### src/rtl/prio_encoder_8x3_q_if.sv
// prio_encoder_8x3_q_if: request/grant bus between event sources, the encoder and its consumer.
// The drop_out/drop_cnt signals exist only when ENC_DROP_DETECT_EN is defined.
interface prio_encoder_8x3_q_if #(
  parameter int N_IN   = 8,
  parameter int CODE_W = 3
);
  logic [N_IN-1:0]   req_in;
  logic              ready_in;
  logic [CODE_W-1:0] code_out;
  logic              valid_out;
  logic [N_IN-1:0]   pending_out;
`ifdef ENC_DROP_DETECT_EN
  logic              drop_out;
  logic [7:0]        drop_cnt;
`endif

  modport master (
    output req_in,
    output ready_in,
    input  code_out,
    input  valid_out,
`ifdef ENC_DROP_DETECT_EN
    input  drop_out,
    input  drop_cnt,
`endif
    input  pending_out
  );

  modport slave (
    input  req_in,
    input  ready_in,
    output code_out,
    output valid_out,
`ifdef ENC_DROP_DETECT_EN
    output drop_out,
    output drop_cnt,
`endif
    output pending_out
  );
endinterface

### src/rtl/prio_encoder_8x3_q.sv
// prio_encoder_8x3_q: captures event pulses and drains them highest-index-first as codes
// over valid/ready. Define ENC_DROP_DETECT_EN to add the merge pulse and saturating count.
module prio_encoder_8x3_q #(
  parameter int N_IN   = 8,
  parameter int CODE_W = 3
) (
  input  logic                clk,
  input  logic                rst_n,
  prio_encoder_8x3_q_if.slave bus
);
  logic [N_IN-1:0]   pending_q;
  logic [CODE_W-1:0] code_q;
  logic              valid_q;
  logic [N_IN-1:0]   cand;
  logic              cand_any;
  logic              load;
  logic [CODE_W-1:0] top_idx;
  logic [N_IN-1:0]   top_mask;

  assign cand     = pending_q | bus.req_in;
  assign cand_any = |cand;
  assign load     = !valid_q || bus.ready_in;

  // Ascending scan: the highest set candidate is the last one written, so it wins.
  always_comb begin
    top_idx  = '0;
    top_mask = '0;
    for (int i = 0; i < N_IN; i++) begin
      if (cand[i]) begin
        top_idx     = CODE_W'(i);
        top_mask    = '0;
        top_mask[i] = 1'b1;
      end
    end
  end

  always_ff @(posedge clk or negedge rst_n) begin
    if (!rst_n) begin
      valid_q   <= 1'b0;
      code_q    <= '0;
      pending_q <= '0;
    end else if (load) begin
      if (cand_any) begin
        valid_q   <= 1'b1;
        code_q    <= top_idx;
        pending_q <= cand & ~top_mask;
      end else begin
        valid_q   <= 1'b0;
        pending_q <= '0;
      end
    end else begin
      // Stalled: the presented code stays put, new pulses still accumulate.
      pending_q <= pending_q | bus.req_in;
    end
  end

  assign bus.code_out    = code_q;
  assign bus.valid_out   = valid_q;
  assign bus.pending_out = pending_q;

`ifdef ENC_DROP_DETECT_EN
  logic       drop_q;
  logic [7:0] drop_cnt_q;
  logic       merge;

  // A pulse on a bit that is already pending collapses into the existing event.
  assign merge = |(bus.req_in & pending_q);

  always_ff @(posedge clk or negedge rst_n) begin
    if (!rst_n) begin
      drop_q     <= 1'b0;
      drop_cnt_q <= '0;
    end else begin
      drop_q <= merge;
      if (merge && (drop_cnt_q != 8'hFF)) begin
        drop_cnt_q <= drop_cnt_q + 8'd1;
      end
    end
  end

  assign bus.drop_out = drop_q;
  assign bus.drop_cnt = drop_cnt_q;
`endif
endmodule
### src/flat_wrapper.sv
// flat-port wrapper written by rule: the top's interface ports become plain ports
module prio_encoder_8x3_q_flat 
#(
  parameter int N_IN   = 8,
  parameter int CODE_W = 3
)
  (clk, rst_n, bus_req_in, bus_ready_in, bus_code_out, bus_valid_out, bus_pending_out);
  prio_encoder_8x3_q_if #(.N_IN(N_IN), .CODE_W(CODE_W)) bus_i ();
  input  logic clk;
  input  logic rst_n;
  input wire logic [$bits(bus_i.req_in)-1:0] bus_req_in;
  input wire logic [$bits(bus_i.ready_in)-1:0] bus_ready_in;
  output wire logic [$bits(bus_i.code_out)-1:0] bus_code_out;
  output wire logic [$bits(bus_i.valid_out)-1:0] bus_valid_out;
  output wire logic [$bits(bus_i.pending_out)-1:0] bus_pending_out;
  assign bus_i.req_in = bus_req_in;
  assign bus_i.ready_in = bus_ready_in;
  assign bus_code_out = bus_i.code_out;
  assign bus_valid_out = bus_i.valid_out;
  assign bus_pending_out = bus_i.pending_out;
  prio_encoder_8x3_q #(.N_IN(N_IN), .CODE_W(CODE_W)) u_core (.clk(clk), .rst_n(rst_n), .bus(bus_i));
endmodule
### config.mk
export PLATFORM = sky130hd
export DESIGN_NAME = prio_encoder_8x3_q_flat
export DESIGN_NICKNAME = d
export VERILOG_FILES = /design/src/rtl/prio_encoder_8x3_q_if.sv /design/src/rtl/prio_encoder_8x3_q.sv /design/src/flat_wrapper.sv
export SDC_FILE = /design/constraint.sdc
export NUM_CORES = 1
export LEC_CHECK = 0
export CORE_MARGIN = 2
export CORE_UTILIZATION = 34
export CTS_CLUSTER_DIAMETER = 50
export CTS_CLUSTER_SIZE = 30
export DETAILED_ROUTE_END_ITERATION = 8
export MAX_ROUTING_LAYER = met4
export PLACE_DENSITY = 0.71
export SETUP_SLACK_MARGIN = 0.2
export SLEW_MARGIN = 10
export SYNTH_ARGS = -nofsm -noshare
export SYNTH_HDL_FRONTEND = slang
export SYNTH_SLANG_ARGS = --single-unit
### constraint.sdc
create_clock -name clk -period 1.9 [get_ports clk]
set_clock_uncertainty 0.2 [all_clocks]
set_input_delay 0.38 -clock clk [delete_from_list [all_inputs] [get_ports clk]]
set_output_delay 0.38 -clock clk [all_outputs]
set_load 0.01 [all_outputs]
== Word-level counts from Yosys, hierarchy flattened ==
Index checks and enable logic that the tools add are counted.
W data, S select, Z words.

* Multiplexer cells: 18
* Reduce and logical (&&, ||, !) cells: 4
* Bitwise logic cells: 3

{| class="wikitable"
|+ Operators with widths
! operator !! number
|-
| $mux W8 || 9
|-
| $mux W3 || 4
|-
| $and A8 B8 Y8 || 1
|-
| $not A8 Y8 || 1
|-
| $or A8 B8 Y8 || 1
|-
| $reduce_or A8 Y1 || 1
|-
| $mux W2 || 2
|-
| $mux W1 || 3
|-
| $reduce_and A2 Y1 || 1
|-
| $logic_not A1 Y1 || 1
|-
| $logic_or A1 B1 Y1 || 1
|}

* Bits of input ports: 11
* Word-level logic and storage cells: 28
* Bits in registers: 12
* Output and inout bits: 12

== Longest topological paths before layout ==
Gate-level depths: netlist of run 1.

* Word-level depth: 13
* Depth in mapped cells: 5
* Mapped depth without buffers: 4

== Worst setup path before layout of run 1 ==
OpenSTA, ideal clock, no wires.

* Kind: register to register
* Start: register u_core.pending_q[7] (netlist: u_core.bus.pending_out[7])
* End: register u_core.valid_q (netlist: u_core.bus.valid_out)
* Library setup time: 0.138 ns
* Required time: 1.562 ns
* Cell stages (with the launch flop): 5
* Slack: 0.384 ns
* Arrival time: 1.178 ns
* Buffers on the path: 0
* Period minus slack after synthesis: 1.516 ns
* Cells stage by stage: dfrtp_1 nor4_4 and3_2 and2_4 nand3_1

* Word-level cells in the longest chain between the ends: 3

{| class="wikitable"
|+ Ends and longest elaborated chain
! element !! line !! source
|-
| start, declared || prio_encoder_8x3_q.sv:11 || <nowiki>logic [N_IN-1:0] pending_q;</nowiki>
|-
| start signal, assigned || prio_encoder_8x3_q.sv:46 || <nowiki>pending_q <= cand & ~top_mask;</nowiki>
|-
| start signal, assigned || prio_encoder_8x3_q.sv:53 || <nowiki>pending_q <= pending_q | bus.req_in;</nowiki>
|-
| $or A8 B8 Y8 || prio_encoder_8x3_q.sv:20 || <nowiki>assign cand = pending_q | bus.req_in;</nowiki>
|-
| $reduce_or A8 Y1 || prio_encoder_8x3_q.sv:21 || <nowiki>assign cand_any = |cand;</nowiki>
|-
| $mux W1 || prio_encoder_8x3_q.sv:43 || <nowiki>if (cand_any) begin</nowiki>
|-
| end signal, assigned || prio_encoder_8x3_q.sv:39 || <nowiki>valid_q <= 1'b0;</nowiki>
|-
| end signal, assigned || prio_encoder_8x3_q.sv:44 || <nowiki>valid_q <= 1'b1;</nowiki>
|-
| end signal, assigned || prio_encoder_8x3_q.sv:48 || <nowiki>valid_q <= 1'b0;</nowiki>
|-
| end, declared || prio_encoder_8x3_q.sv:13 || <nowiki>logic valid_q;</nowiki>
|}

No other way between the ends.
A chain may end at the register's enable or synchronous reset.

== Final worst setup path of run 1 ==
* Start: register u_core.pending_q[6] (netlist: u_core.bus.pending_out[6])
* End: register u_core.code_q[0] (netlist: u_core.bus.code_out[0])

* Word-level cells in the longest chain between the ends: 3
* Elaborated cells on any way between the ends: 5
* Classes of those cells: mux (2); bitwise (1); reduce/logical (2)

{| class="wikitable"
|+ Ends and longest elaborated chain
! element !! line !! source
|-
| $or A8 B8 Y8 (*) || prio_encoder_8x3_q.sv:20 ||
|-
| $reduce_or A8 Y1 / $mux W3 (equally long branches) || prio_encoder_8x3_q.sv:21, prio_encoder_8x3_q.sv:29 ||
|-
| $reduce_and A2 Y1 (no line) / $mux W3 (equally long branches) || -- ||
|-
| end signal, assigned || prio_encoder_8x3_q.sv:45 || <nowiki>code_q <= top_idx;</nowiki>
|-
| end, declared || prio_encoder_8x3_q.sv:12 || <nowiki>logic [CODE_W-1:0] code_q;</nowiki>
|}

Every way passes the cells marked *; elsewhere a longest branch is shown, timed or not.

==> impl_results.md, run 1 <==
* Status: complete, no violations
* Commonest cells after routing, fill and taps aside: 12 x dfrtp_1, 11 x nor2_1, 11 x dlygate4sd2_1, 11 x buf_4, 10 x clkdlybuf4s50_1
* Critical path class: flip-flop to flip-flop
* Initial core utilization at between 30 and 40%
* Nature of the critical path startpoint: flip-flop
* Clock sink count at 12
* Max-slew violations at 0
* Total grt overflow at 0
* DIE AREA at around 1900 um^2
* Antenna Violating Nets Remaining at 0
* Syn avg cell area at about 11 um^2
* Drt wl/cell at 12.8 um
* Number of buffers created by CTS at 3
* Synth top area share at 56.1%
* Vias per cell at 5.01
* Clock transition at path regs at ~70 ps
* Die width at 43.7 um
* Fin. Hold Viols at 0
* Crit-path cells: buf_4 -> nor4_4 -> nand2_1 -> o21ai_2 -> mux2i_1
* Core area at roughly 1500 um^2
* Number of synthesized register bits at 12
* Arrival time worst endpoint at between 1500 and 2000 ps
* WHS at 256 ps
* Ys Warns at 0
* Cell area after synthesis at 536 um^2
* Placed instance count at 95
* Post-synthesis sequential area ratio at between 50% and 60%
* DRC Markers at 0
* Critical Path RT at 1900 ps
* Layout cells sized above 1 at roughly 25%
* Layout Nets at about 100
* Std-Cell Rows at 14
* Cell variety after synth at 19
* PnR Total Power at about 500 uW
* Final wirelength at approximately 1300 um
* Die Height at 43.7 um
* Final Non-Filler Cells at a little over 100
* Skew-Pair Late Insertion Delay at about 270 ps
* Min Tclk post-route at 1650 ps
* Vias in the first global route at roughly 500
* RSZ-0062 raised after global routing: yes
* Worst path slowest cell: dfrtp_1
* Num ports at 23
* Hold Crit Class: input port to async pin
* Pre-Repair DR Iteration Count at 4
* Crit. End Element: flip-flop
* CTS root buf: clkbuf_4
* Leak Pwr at about 0.00035 uW
* Synth top area cells: dfrtp_1 56%, nor2_1 7.7%, nor4_2 4.7%
* Initial antenna violation count at 0
* Total of max-cap violations at 0
* Cells after Synth at 50
* Antenna diodes at 0
* Maximum clock path buffer count at 2
* Slew Limit Headroom at between 60% and 70%
* # port buffers at 22
* Routed vias at between 500 and 600
* All-layer global routing usage at around 16%
* H-Tree Depth at 1
* Worst VDD drop at around 0.36 mV
* 1st-iter DRT viols at 6
* Pin count of the biggest net entering global routing at 13
* CP max FO at 4
* Final setup vio count at 0
* Commonest non-fill, non-tap cell in the layout: dfrtp_1
* GPL Wtd Cong at between 0.7 and 0.8
* First-pass GRT wire length at around 2200 um
* CTS tree: yes
* Synth-to-layout area growth at 64.7%
* HPWL after DPL at approximately 950 um
* Net Count, Synth at between 60 and 70
* Pwr Density at approximately 580 nW/um^2
* Max incr delay on CP at 400 ps
* Crit share post-route at between 80% and 90%
* Slew at the pin closest to its max-slew limit at around 530 ps
* Final setup TNS at 0 ps
* Cell taking the most area after synthesis: dfrtp_1
* Fmax at roughly 600 MHz
==> synth_stat cells <==
library cell and count:
nand2_1 3, nor4_2 2, nand2b_1 1, nor2_1 11, o21ai_2 1, buf_2 1, o31ai_1 2, mux2i_1 1
a22o_1 1, nand3_1 3, a31oi_1 2, and2_4 1, a22o_2 1, a21oi_1 4, nor4_4 1, o21ai_0 1
and3_2 1, inv_1 1, dfrtp_1 12
==> what timing repair did <==
| item | CTS | global route |
|---|---|---|
| buffers inserted | 3 | 0 |
| gates resized for setup | 12 | 2 |
| hold buffers | 0 | 0 |
| pin swaps | 2 | 2 |
| setup endpoints to repair | 13 | 6 |
| hold endpoints to repair | 0 | 0 |
==> cells by family (layout without fill, tap and decap cells) <==
family          count (synthesis)  in the layout  share of synthesized area, %
compound gates                 12             12                          15.0
buf+inv                         2             37                          1.63
mux                             1              1                          1.87
simple gates                   23             23                          25.5
flops                          12             12                          56.1
==> per-layer routing <==
metal	vias to the layer above	wire, um	track usage, %
met5	-	0	-
met4	0	14	3.64
met3	2	80	6.25
met2	12	586	24.4
met1	240	613	21.0
li1	252	-	-
==> metrics by stage <==
step / area, um^2 / worst slack, ps / util [%]
2_1_floorplan: 536 / 384 / -
3_3_place_gp: 831 / -132 / 55.8
3_5_place_dp: 831 / -127 / 55.8
4_1_cts: 871 / 166 / 58.5
5_1_grt: 882 / 155 / 59.2
6_report: 882 / 251 / 59.2
==> area by class of cell <==
class	instances	area, um^2
Fill cell	135	607
Multi-Input combinational cell	36	244
Clock buffer	3	22.5
Timing Repair Buffer	33	292
Tap cell	16	20.0
Sequential cell	12	300
Inverter	1	3.75
==> critical path, delay by kind of cell (launching register included) <==
kind | cells | cell delay [ps]
simple gates | 2 | 430
flops | 1 | 400
compound gates | 1 | 190
mux | 1 | 190
buf+inv | 1 | 160
==> flip-flops by register name, indices dropped and copies added, names as in the netlist <==
signal and count:
u_core.bus.code_out 3, u_core.bus.pending_out 8, u_core.bus.valid_out 1
==> power breakdown <==
part           internal, uW  switching [uW]
Sequential              265            6.32
Clock                  73.3            80.3
Combinational          49.0            38.7
==> final timing paths <==
kind	from	endpoint	slack, ps	cells after the start
max	u_core.bus.pending_out[6]	u_core.bus.code_out[0]	250	5
min	rst_n	u_core.bus.code_out[0]	260	1
max reg2reg	u_core.bus.pending_out[6]	u_core.bus.code_out[0]	250	5
min reg2reg	u_core.bus.code_out[2]	u_core.bus.code_out[2]	300	1
max in group asynchronous	rst_n	u_core.bus.pending_out[3]	890	1
min in group clk	u_core.bus.code_out[2]	u_core.bus.code_out[2]	300	1
Note: power is estimated with default switching activity, not from simulation.
==> inputs of run 2 (changes only) <==
- CORE_MARGIN: 2 -> not set
==> impl_results.md, run 2 (synthesized netlist as in run 1, its figures left out) <==
* FF-to-FF setup slack at 320 ps (was 250 ps)
* Num ports at 23 (unchanged)
* FF-to-FF End: u_core.bus.code_out[0] (unchanged)
* 1st-iter DRT viols at 11 (was 6)
* Clock network fraction of total power at 30.9% (was 29.9%)
* Final setup vio count at 0 (unchanged)
* Reg2reg start: u_core.bus.pending_out[7] (was u_core.bus.pending_out[6])
* Number of buffers created by CTS at 3 (unchanged)
* # port buffers at 22 (unchanged)
* Pin count of the biggest net entering global routing at 13 (unchanged)
* Synth-to-layout area growth at 59.1% (was 64.7%)
* Max reg flops at 8 (unchanged)
* Clock sink count at 12 (unchanged)
* Drt wl/cell at 12.6 um (was 12.8 um)
* Fmax at 614 MHz (was 606 MHz)
* Arrival time worst endpoint at 1630 ps (was 1650 ps)
* Min Tclk post-route at 1630 ps (was 1650 ps)
* Final setup TNS at 0 ps (unchanged)
* Slew at the pin closest to its max-slew limit at 539 ps (was 532 ps)
* Leak Pwr at 0.000340 uW (was 0.000348 uW)
* Clock transition at path regs at 80 ps (was 70 ps)
* CTS root buf: clkbuf_4 (unchanged)
* Total grt overflow at 0 (unchanged)
* Maximum clock path buffer count at 2 (unchanged)
* CP max FO at 3 (was 4)
* Layout Nets at 94 (was 98)
* Switching power total at 127 uW (was 125 uW)
* Initial core utilization at 38.7% (was 36.0%)
* Placed Area at 815 um^2 (was 831 um^2)
* Slew Limit Headroom at 63.9% (was 64.4%)
* All-layer global routing usage at 15.4% (was 16.3%)
* H-Tree Depth at 1 (unchanged)
* Fin. Hold Viols at 0 (unchanged)
* Skew-Pair Late Insertion Delay at 270 ps (about the same)
* GPL Wtd Cong at 0.771 (was 0.752)
* Worst setup startpoint: bus_req_in[5] (was u_core.bus.pending_out[6])
* Antenna diodes at 0 (unchanged)
* Core area at 1380 um^2 (was 1490 um^2)
* Critical Path RT at 1900 ps (about the same)
* Max-slew violations at 0 (unchanged)
* DRC Markers at 0 (unchanged)
* Flop pwr share at 53.6% (was 53.0%)
* RSZ-0062 raised after global routing: yes (unchanged)
* Die width at 41.7 um (was 43.7 um)
* Layout cells sized above 1 at 21.0% (was 24.7%)
* Routed vias at 494 (was 506)
* Commonest cells after routing, fill and taps aside: 12 x dlygate4sd2_1, 12 x dfrtp_1, 11 x nor2_1 (was 12 x dfrtp_1, 11 x nor2_1, 11 x dlygate4sd2_1, 11 x buf_4, 10 x clkdlybuf4s50_1)
* Sw frac at 25.1% (was 24.4%)
* Initial antenna violation count at 0 (unchanged)
* Hold Crit Class: input port to async pin (unchanged)
* Register-to-Register Path Depth at 4 (was 5)
* Internal power at 381 uW (was 388 uW)
* Combinational share of power at 15.6% (was 17.1%)
* Worst VDD drop at 0.305 mV (was 0.361 mV)
* Status: complete, no violations (unchanged)
* Dpl ws at -150 ps (was -127 ps)
* Die Height at 41.7 um (was 43.7 um)
* Post-Route Utilization at 61.6% (was 59.2%)
* Vias in the first global route at 465 (was 494)
* First-pass GRT wire length at 1990 um (was 2150 um)
* Vias per cell at 5.15 (was 5.01)
* Critical path class: input port to flip-flop (was flip-flop to flip-flop)
* Final wirelength at 1210 um (was 1290 um)
* DIE AREA at 1740 um^2 (was 1910 um^2)
* Final WS setup at 271 ps (was 251 ps)
* Antenna Violating Nets Remaining at 0 (unchanged)
* Std-Cell Rows at 13 (was 14)
* HPWL after DPL at 950 um (was 949 um)
* Pre-Repair DR Iteration Count at 4 (unchanged)
* Nature of the critical path startpoint: input port (was flip-flop)
* Crit share post-route at 85.7% (was 86.8%)
* Final Instance Area at 852 um^2 (was 882 um^2)
* Pwr Density at 597 nW/um^2 (was 582 nW/um^2)
* CTS tree: yes (unchanged)
* Total of max-cap violations at 0 (unchanged)
* Crit. End Element: flip-flop (unchanged)
==> run 2: cell types whose count changed in the layout (fill, tap and decap cells not counted), sizes merged <==
cell,delta
buf,-4
clkdlybuf4s50,-2
dlygate4sd2,+1
dlymetal6s2s,+1
==> run 2: worst max-delay path, cell delays in order <==
cell and delay (ps):
clkdlybuf4s50_1 460, nor4_4 270, nand2_1 120, o21ai_2 190, mux2i_1 200
==> run 2: worst max path at each step <==
stage | to | slack, ps | cells past startpoint
floorplan | u_core.bus.valid_out | 380 | 4
global placement | u_core.bus.code_out[0] | -120 | 5
detailed placement | u_core.bus.code_out[0] | -150 | 5
CTS | bus_pending_out[6] | 160 | 1
global route | u_core.bus.code_out[0] | 170 | 5
finish | u_core.bus.code_out[0] | 270 | 5
==> run 2: stage by stage <==
step	power (uW)	std cells	hold WS, ps
3_5_place_dp	360	92	298
2_1_floorplan	303	50	-116
4_1_cts	508	96	283
5_1_grt	535	96	299
6_report	508	96	259
3_3_place_gp	359	92	289
==> run 2: what timing repair did <==
action | in CTS | in global routing
pin swaps | 3 | 4
endpoints found under the setup margin | 17 | 9
setup buffers | 1 | 0
hold buffers | 0 | 0
hold endpoints to repair | 0 | 0
gates resized for setup | 12 | 4
==> run 2: final cells by class <==
cell class | instances | area [um^2]
timing repair buffer | 29 | 263
tap | 15 | 18.8
sequential | 12 | 300
inverter | 1 | 3.75
clock buffer | 3 | 22.5
fill | 117 | 531
multi-input combinational | 36 | 244
==> run 2: power groups by stage <==
stage	Combinational [uW]	Clock (uW)	Sequential (uW)
detailed placement	80.0	0	280
finish	79.2	157	272
floorplan	18.8	0	284
global placement	78.8	0	280
global route	86.6	174	274
CTS	79.2	157	272
==> run 2: per-layer routing <==
metal	part of all wire [%]	track usage (%)	vias to the layer above
met4	0	5.81	0
met5	0	-	-
li1	-	-	243
met1	47	20.0	236
met2	48	23.8	15
met3	5.3	3.04	0
==> inputs of run 3 (changes only) <==
- GPL_TIMING_DRIVEN: not set -> 0
==> impl_results.md, run 3 (synthesized netlist as in run 1, its figures left out) <==
* Status: complete, no violations (unchanged)
* CTS tree: yes (unchanged)
* Pin count of the biggest net entering global routing at 13 (unchanged)
* Clock sink count at 12 (unchanged)
* All-layer global routing usage at 17.5% (was 15.4%)
* CP max FO at 4 (was 3)
* H-Tree Depth at 1 (unchanged)
* Critical path class: flip-flop to flip-flop (was input port to flip-flop)
* Pre-Repair DR Iteration Count at 4 (unchanged)
* Nature of the critical path startpoint: flip-flop (was input port)
* Final Non-Filler Cells at 97 (was 96)
* Final WS setup at 176 ps (was 271 ps)
* Max reg flops at 8 (unchanged)
* 1st-iter DRT viols at 3 (was 11)
* Final wirelength at 1380 um (was 1210 um)
* Initial core utilization at 38.7% (unchanged)
* HPWL after DPL at 932 um (was 950 um)
* # port buffers at 22 (unchanged)
* Hold_buf cts at 0 (unchanged)
* Antenna Violating Nets Remaining at 0 (unchanged)
* Reg2reg start: u_core.bus.pending_out[6] (was u_core.bus.pending_out[7])
* Dpl ws at -147 ps (was -150 ps)
* Worst VDD drop at 0.394 mV (was 0.305 mV)
* DRC Markers at 0 (unchanged)
* Num ports at 23 (unchanged)
* Routed vias at 516 (was 494)
* Critical Path RT at 1870 ps (was 1900 ps)
* Fin. Hold Viols at 0 (unchanged)
* Vias per cell at 5.32 (was 5.15)
* Slew at the pin closest to its max-slew limit at 529 ps (was 539 ps)
* Synth-to-layout area growth at 62.6% (was 59.1%)
* Std-Cell Rows at 13 (unchanged)
* Slew Limit Headroom at 64.6% (was 63.9%)
* Arrival time worst endpoint at 1690 ps (was 1630 ps)
* Vias in the first global route at 505 (was 465)
* WHS at 247 ps (was 259 ps)
* Clock transition at path regs at 70 ps (was 80 ps)
* Number of buffers created by CTS at 3 (unchanged)
* Hold Crit Class: input port to async pin (unchanged)
* Register-to-Register Path Depth at 5 (was 4)
* # fillers at 115 (was 117)
* Initial antenna violation count at 0 (unchanged)
* Skew-Pair Late Insertion Delay at 280 ps (was 270 ps)
* FF-to-FF End: u_core.bus.code_out[2] (was u_core.bus.code_out[0])
* First-pass GRT wire length at 2260 um (was 1990 um)
* DIE AREA at 1740 um^2 (unchanged)
* Die width at 41.7 um (unchanged)
* Crit share post-route at 90.7% (was 85.7%)
* Maximum clock path buffer count at 2 (unchanged)
* Core area at 1380 um^2 (unchanged)
* Placed instance count at 87 (was 92)
* Fmax at 580 MHz (was 614 MHz)
* Pwr Density at 593 nW/um^2 (was 597 nW/um^2)
* Final setup vio count at 0 (unchanged)
* FF-to-FF setup slack at 180 ps (was 320 ps)
* RSZ-0062 raised after global routing: yes (unchanged)
* Total of max-cap violations at 0 (unchanged)
* Final setup TNS at 0 ps (unchanged)
* GPL Wtd Cong at 0.754 (was 0.771)
* Die Height at 41.7 um (unchanged)
* Min Tclk post-route at 1720 ps (was 1630 ps)
* Total grt overflow at 0 (unchanged)
* Layout Nets at 95 (was 94)
* Worst setup startpoint: u_core.bus.pending_out[6] (was bus_req_in[5])
* Drt wl/cell at 14.2 um (was 12.6 um)
* Max-slew violations at 0 (unchanged)
* CTS root buf: clkbuf_4 (unchanged)
* Antenna diodes at 0 (unchanged)
* Commonest non-fill, non-tap cell in the layout: dfrtp_1
* Commonest cells after routing, fill and taps aside: 12 x dfrtp_1, 11 x nor2_1, 11 x dlygate4sd2_1 (was 12 x dlygate4sd2_1, 12 x dfrtp_1, 11 x nor2_1)
* Layout cells sized above 1 at 22.0% (was 21.0%)
* Leak Pwr at 0.000358 uW (was 0.000340 uW)
* Crit. End Element: flip-flop (unchanged)
[run 3: cell types whose count changed in the layout (fill, tap and decap cells not counted), sizes merged]
cell / change
dlymetal6s2s: +2
buf: +1
clkdlybuf4s50: -1
dlygate4sd2: -1
[run 3: what timing repair did]
| action | CTS | global route |
|---|---|---|
| pin swaps | 2 | 6 |
| setup buffers | 4 | 3 |
| setup endpoints to repair | 17 | 6 |
| resized for setup | 13 | 6 |
[run 3: cell type report]
type | count | area (um^2) | share of cell area (%)
Multi-Input combinational cell | 36 | 248 | 28.4
Buffer | 1 | 5.00 | 0.575
Clock buffer | 3 | 22.5 | 2.59
Timing Repair Buffer | 29 | 273 | 31.3
Tap cell | 15 | 18.8 | 2.16
Inverter | 1 | 3.75 | 0.431
Sequential cell | 12 | 300 | 34.5
[run 3: critical path: stages, from the launching register on]
cell	delay, ps
dfrtp_1	390
buf_6	130
nor4_4	360
nand2_1	130
buf_4	160
a22o_2	240
[run 3: report_power, final]
| group | switching (uW) | leakage (uW) | internal (uW) |
|---|---|---|---|
| Clock | 83.7 | 0.0000138 | 73.6 |
| Sequential | 6.46 | 0.000117 | 265 |
| Combinational | 39.9 | 0.000227 | 47.4 |
| Total | 130 | 0.000358 | 386 |
[run 3: stage by stage]
stage	cell area (um^2)	total power [uW]	utilization, %
floorplan	536	303	-
global placement	774	356	56.0
detailed placement	774	357	56.0
CTS	831	515	60.1
global route	871	540	63.0
finish	871	516	63.0
[run 3: how the worst max path moves through the flow]
stage	slack (ps)	endpoint	cells past startpoint
detailed placement	-150	u_core.bus.code_out[0]	5
global route	120	u_core.bus.code_out[2]	5
CTS	130	bus_pending_out[6]	1
global placement	-150	u_core.bus.valid_out	5
finish	180	u_core.bus.code_out[2]	5
floorplan	380	u_core.bus.valid_out	4
[run 3: routing by layer]
metal	vias to the layer above	GRT usage, %	part of all wire, %
met2	22	26.3	51
met1	241	22.4	42
met3	3	5.65	5.8
met4	0	5.81	1.4
met5	-	-	0
li1	250	-	-
